`src/rtl/slink_app_tx_arbiter.sv`:
```
// slink_app_tx_arbiter: priority-qualified round-robin arbiter sharing the a2l channel,
// tagging each payload with its requester index and enforcing a holdoff gap between transfers.
module slink_app_tx_arbiter #(
    parameter int NUM_REQ    = 4,
    parameter int DATA_WIDTH = 24,
    localparam int ID_W      = (NUM_REQ > 1) ? $clog2(NUM_REQ) : 1
) (
    input  logic                         app_clk,
    input  logic                         app_reset,
    input  logic                         enable,
    input  logic [7:0]                   swi_holdoff,
    input  logic [NUM_REQ-1:0]           swi_prio_mask,
    input  logic [NUM_REQ-1:0]           req_valid,
    input  logic [NUM_REQ*DATA_WIDTH-1:0] req_data,
    output logic [NUM_REQ-1:0]           req_ready,
    output logic                         a2l_valid,
    output logic [ID_W+DATA_WIDTH-1:0]   a2l_data,
    input  logic                         a2l_ready,
    output logic [ID_W-1:0]              grant_id,
    output logic                         busy
);
    typedef enum logic [1:0] {IDLE, SEND, HOLDOFF} state_t;

    state_t                state;
    logic [7:0]            cnt;
    logic [ID_W-1:0]       ptr;
    logic [ID_W-1:0]       g;
    logic [NUM_REQ-1:0]    cand;
    logic [DATA_WIDTH-1:0] payload;
    logic                  grant;

    // Nearest set bit after ptr wins: scan from farthest to nearest so the nearest overwrites.
    always_comb begin
        cand = |(req_valid & swi_prio_mask) ? (req_valid & swi_prio_mask) : req_valid;
        g = ptr;
        for (int i = NUM_REQ; i >= 1; i--)
            if (cand[ID_W'((int'(ptr) + i) % NUM_REQ)]) g = ID_W'((int'(ptr) + i) % NUM_REQ);
        payload = '0;
        for (int i = 0; i < NUM_REQ; i++)
            if (g == ID_W'(i)) payload = req_data[i*DATA_WIDTH +: DATA_WIDTH];
    end

    assign grant     = (state == IDLE) && enable && |req_valid && !app_reset;
    assign req_ready = grant ? (NUM_REQ'(1) << g) : '0;
    assign busy      = (state != IDLE);

    always_ff @(posedge app_clk or posedge app_reset) begin
        if (app_reset) begin
            state     <= IDLE;
            cnt       <= '0;
            ptr       <= ID_W'(NUM_REQ - 1);
            a2l_valid <= 1'b0;
            a2l_data  <= '0;
            grant_id  <= '0;
        end else begin
            case (state)
                IDLE: if (grant) begin
                    a2l_data  <= {g, payload};
                    grant_id  <= g;
                    ptr       <= g;
                    a2l_valid <= 1'b1;
                    state     <= SEND;
                end
                SEND: if (a2l_ready) begin
                    a2l_valid <= 1'b0;
                    cnt       <= swi_holdoff;
                    state     <= (swi_holdoff == 8'd0) ? IDLE : HOLDOFF;
                end
                HOLDOFF: begin
                    cnt <= cnt - 8'd1;
                    if (cnt == 8'd1) state <= IDLE;
                end
                default: state <= IDLE;
            endcase
        end
    end
endmodule
```
`config.mk`:
```
export PLATFORM = sky130hd
export DESIGN_NAME = slink_app_tx_arbiter
export DESIGN_NICKNAME = d
export VERILOG_FILES = /design/src/rtl/slink_app_tx_arbiter.sv
export SDC_FILE = /design/constraint.sdc
export NUM_CORES = 1
export LEC_CHECK = 0
export ABC_CLOCK_PERIOD_IN_PS = 2900
export CORE_ASPECT_RATIO = 1.75
export CORE_MARGIN = 5
export CORE_UTILIZATION = 38
export DETAILED_ROUTE_END_ITERATION = 7
export PLACE_DENSITY = 0.78
export SLEW_MARGIN = 40
export SYNTH_ARGS = -nofsm -noshare
export SYNTH_HDL_FRONTEND = slang
export SYNTH_SLANG_ARGS = --single-unit
```
`constraint.sdc`:
```
create_clock -name app_clk -period 2.9 [get_ports app_clk]
set_input_delay 0.725 -clock app_clk [delete_from_list [all_inputs] [get_ports app_clk]]
set_output_delay 0.725 -clock app_clk [all_outputs]
set_load 0.03 [all_outputs]
```
==> flow_metrics.tcl <==
set metrics [dict create \
    status "finished, violations left" \
    violations "setup timing" \
    dpl.hpwl_mm 8.99 \
    fp.dieW_um 79.2 \
    grt_max_degree 34 \
    rows 44 \
    powerDensity_nw_per_um2 953 \
    setup_viol 4 \
    slew_viol_final 0 \
    grt_pass1_vias 3990 \
    die_area_um2 10400 \
    fin_tns_setup_ns -0.322 \
    yosys_register_bits 39 \
    clkSlewWorstSetupHoldPaths_ns 0.06 \
    synth_cell_types 57 \
    antenna_found_initial 0 \
    clockBufferDepth 2 \
    period_share 1.04 \
    clock-skew-final_ns 0.00700 \
    peakVddDrop_uv 501 \
    antenna_cells 0 \
    max_freq_mhz 333 \
    core_um2 8260 \
    place_area_um2 4890 \
    die_y_um 131 \
    final_area_um2 5200 \
    cts_made_buffers 5 \
    place.gp.congestion 0.836 \
    synth_flop_cell "dfrtp_1" \
    crit_path_end_kind "output port" \
    critPathMaxStageDelay_ns 0.35 \
    cap_violations 0 \
    rsz0062_at_grt "true" \
    arrival_ns 2.28 \
    wl_per_cell_um 18.3 \
    leakage_nw 2.17 \
    portBuffers 149 \
    min_path_type "flip-flop to flip-flop" \
    wl_mm 11.8 \
    cts_tree "done" \
    start_util 0.386 \
    ys_seq_area_frac 0.307 \
    drt_iter0_drc 138 \
    cp_data_required_time_ns 2.17 \
    cts_num_sinks 39 \
    avgSynthCellArea_um2 8.41 \
    h-tree-depth 2 \
    grt.overflow.total 0 \
    yosysWarnings 0 \
    via_count 3647 \
    synth.most_common_cell "nand2_1" \
    worst-slew-pin-transition_ns 0.534 \
    netlist.area_leader.share 0.290 \
    first_pass_iters 5 \
    yosysTopAreaCell "dfrtp_1" \
    crit_path_cell_trace "buf_4 -> nor2b_1 -> a32o_2 -> a211o_2 -> o21a_4 -> nand2_2 -> nand2_4 -> nor2_4 -> buf_6" \
    synth_area_leaders "dfrtp_1 29%, mux2i_1 14%, nand2_1 8.7%, a21oi_1 7.5%, o211ai_1 5.2%" \
    synth_area_um2 3190 \
    path_max_fanout 9 \
    via_per_inst 5.66 \
    place_ws_ns -0.657 \
    path_class "input pin to output port" \
    synth_edf_count 0 \
    syn_inst 379 \
    cpMaxStageDelayCell "a211o_2" \
    critPathTopFamily "compound AO/OA/AOI/OAI gates" \
    fin_ws_ns -0.104 \
    setup.worst_path.start_class "input pin" \
    finalPower_mw 4.96 \
    layout.nets 669 \
    fin_util 0.630 \
    synthArstFlopShare 1.00 \
    cts_hold_buf 0 \
    hold_violations 0 \
    ant_nets 0 \
    ios 150 \
    layout_min_cycle_time_ns 3.00 \
    synthTopCellsByCount "74 x nand2_1, 48 x a21oi_1, 45 x mux2i_1, 37 x dfrtp_1" \
    synth.net_count 497 \
    grt_pass1_wl_mm 19.0 \
    drc 0 \
    grt_util_all_layers 0.230 \
    clk_latency_ns 0.29 \
    worst-path-buf-inv 2 \
    cts-root-buf "clkbuf_16" \
    drive_gt1_frac 0.199 \
    synthToLayoutAreaGrowth_pct 63.3 \
    slew_headroom 0.643 \
]
## tightest hold or removal path, stage by stage, from the launching register on
cell and delay, ns:
dfrtp_1 0.35, nand2_1 0.05, nand2_1 0.05
## routing by layer
metal  GRT usage  share of wire  vias up
li1            -              -     1721
met1       0.222           0.33     1722
met2       0.433           0.57      151
met3      0.0336          0.043       53
met4       0.154          0.056        0
met5           0              0        -
## layout make-up
| class | count | area (um2) |
|---|---|---|
| clock buffers | 6 | 129 |
| clock inverters | 2 | 12.5 |
| fillers | 706 | 3050 |
| inverters | 11 | 41.3 |
| multi-input cells | 295 | 2050 |
| flip-flops and latches | 39 | 978 |
| well taps | 92 | 115 |
| repair buffers | 199 | 1880 |
## per-stage QoR
step	hold WS [ns]	cells
floorplan	0.482	379
global placement	0.470	621
detailed placement	0.472	621
CTS	0.486	642
global route	0.512	644
finish	0.488	644
## flip-flops by register name, summed over array words and instances (netlist names)
name and flops:
state 2, cnt 8, a2l_data 26, a2l_valid 1
ptr 2
## power by group
group / total (mW) / internal [mW] / leakage, nW / switching [mW]
clock network: 0.546 / 0.318 / 0.0669 / 0.228
logic: 3.42 / 1.52 / 1.65 / 1.89
registers: 0.994 / 0.809 / 0.461 / 0.185
total: 4.96 / 2.65 / 2.17 / 2.31
## kinds of logic after synthesis
logic type | count (synthesis) | share of synthesized area
DFF | 39 | 0.307
muxes | 45 | 0.141
AOI/OAI and AO/OA | 120 | 0.281
and+or+nand+nor | 128 | 0.181
buffers and inverters | 45 | 0.0828
adders and majority gates | 2 | 0.00785
## placed cells by master, fill, tap and decap left out, types with 3 or more instances in the layout
| master | Yosys | routed |
|---|---|---|
| nand2_1 | 74 | 71 |
| a211oi_1 | 9 | 8 |
| mux2i_1 | 45 | 45 |
| o221a_2 | 4 | 4 |
| nand3_1 | 7 | 7 |
| inv_1 | 11 | 10 |
| buf_6 | 2 | 9 |
| clkbuf_16 | 0 | 5 |
| o21ai_1 | 0 | 3 |
| nand2b_1 | 3 | 3 |
| buf_4 | 8 | 47 |
| nor2b_1 | 3 | 3 |
| nor2_1 | 22 | 18 |
| buf_2 | 5 | 3 |
| clkdlybuf4s50_1 | 0 | 137 |
| dfrtp_1 | 37 | 37 |
| a211oi_2 | 4 | 5 |
| nor4_1 | 3 | 3 |
| o211ai_1 | 22 | 22 |
| a21oi_1 | 48 | 48 |
| nor2_4 | 0 | 4 |
## timing repair
action | in CTS | in global routing
resized for setup | 57 | 5
endpoints found under the setup margin | 28 | 14
setup buffers | 13 | 2
hold endpoints to repair | 0 | 0
pin swaps | 21 | 8
## path summary, 6_finish.rpt
path,depth (start not counted),to,slack [ns],startpoint
max,9,req_ready[0],-0.10,req_valid[3]
min,2,a2l_valid,0.49,a2l_valid
max reg2reg,9,a2l_data[21],0.22,ptr[0]
min reg2reg,2,a2l_valid,0.49,a2l_valid
max in group asynchronous,3,cnt[0],1.59,app_reset
min in group asynchronous,2,a2l_data[0],0.82,app_reset
(Power assumes the default switching activity.)
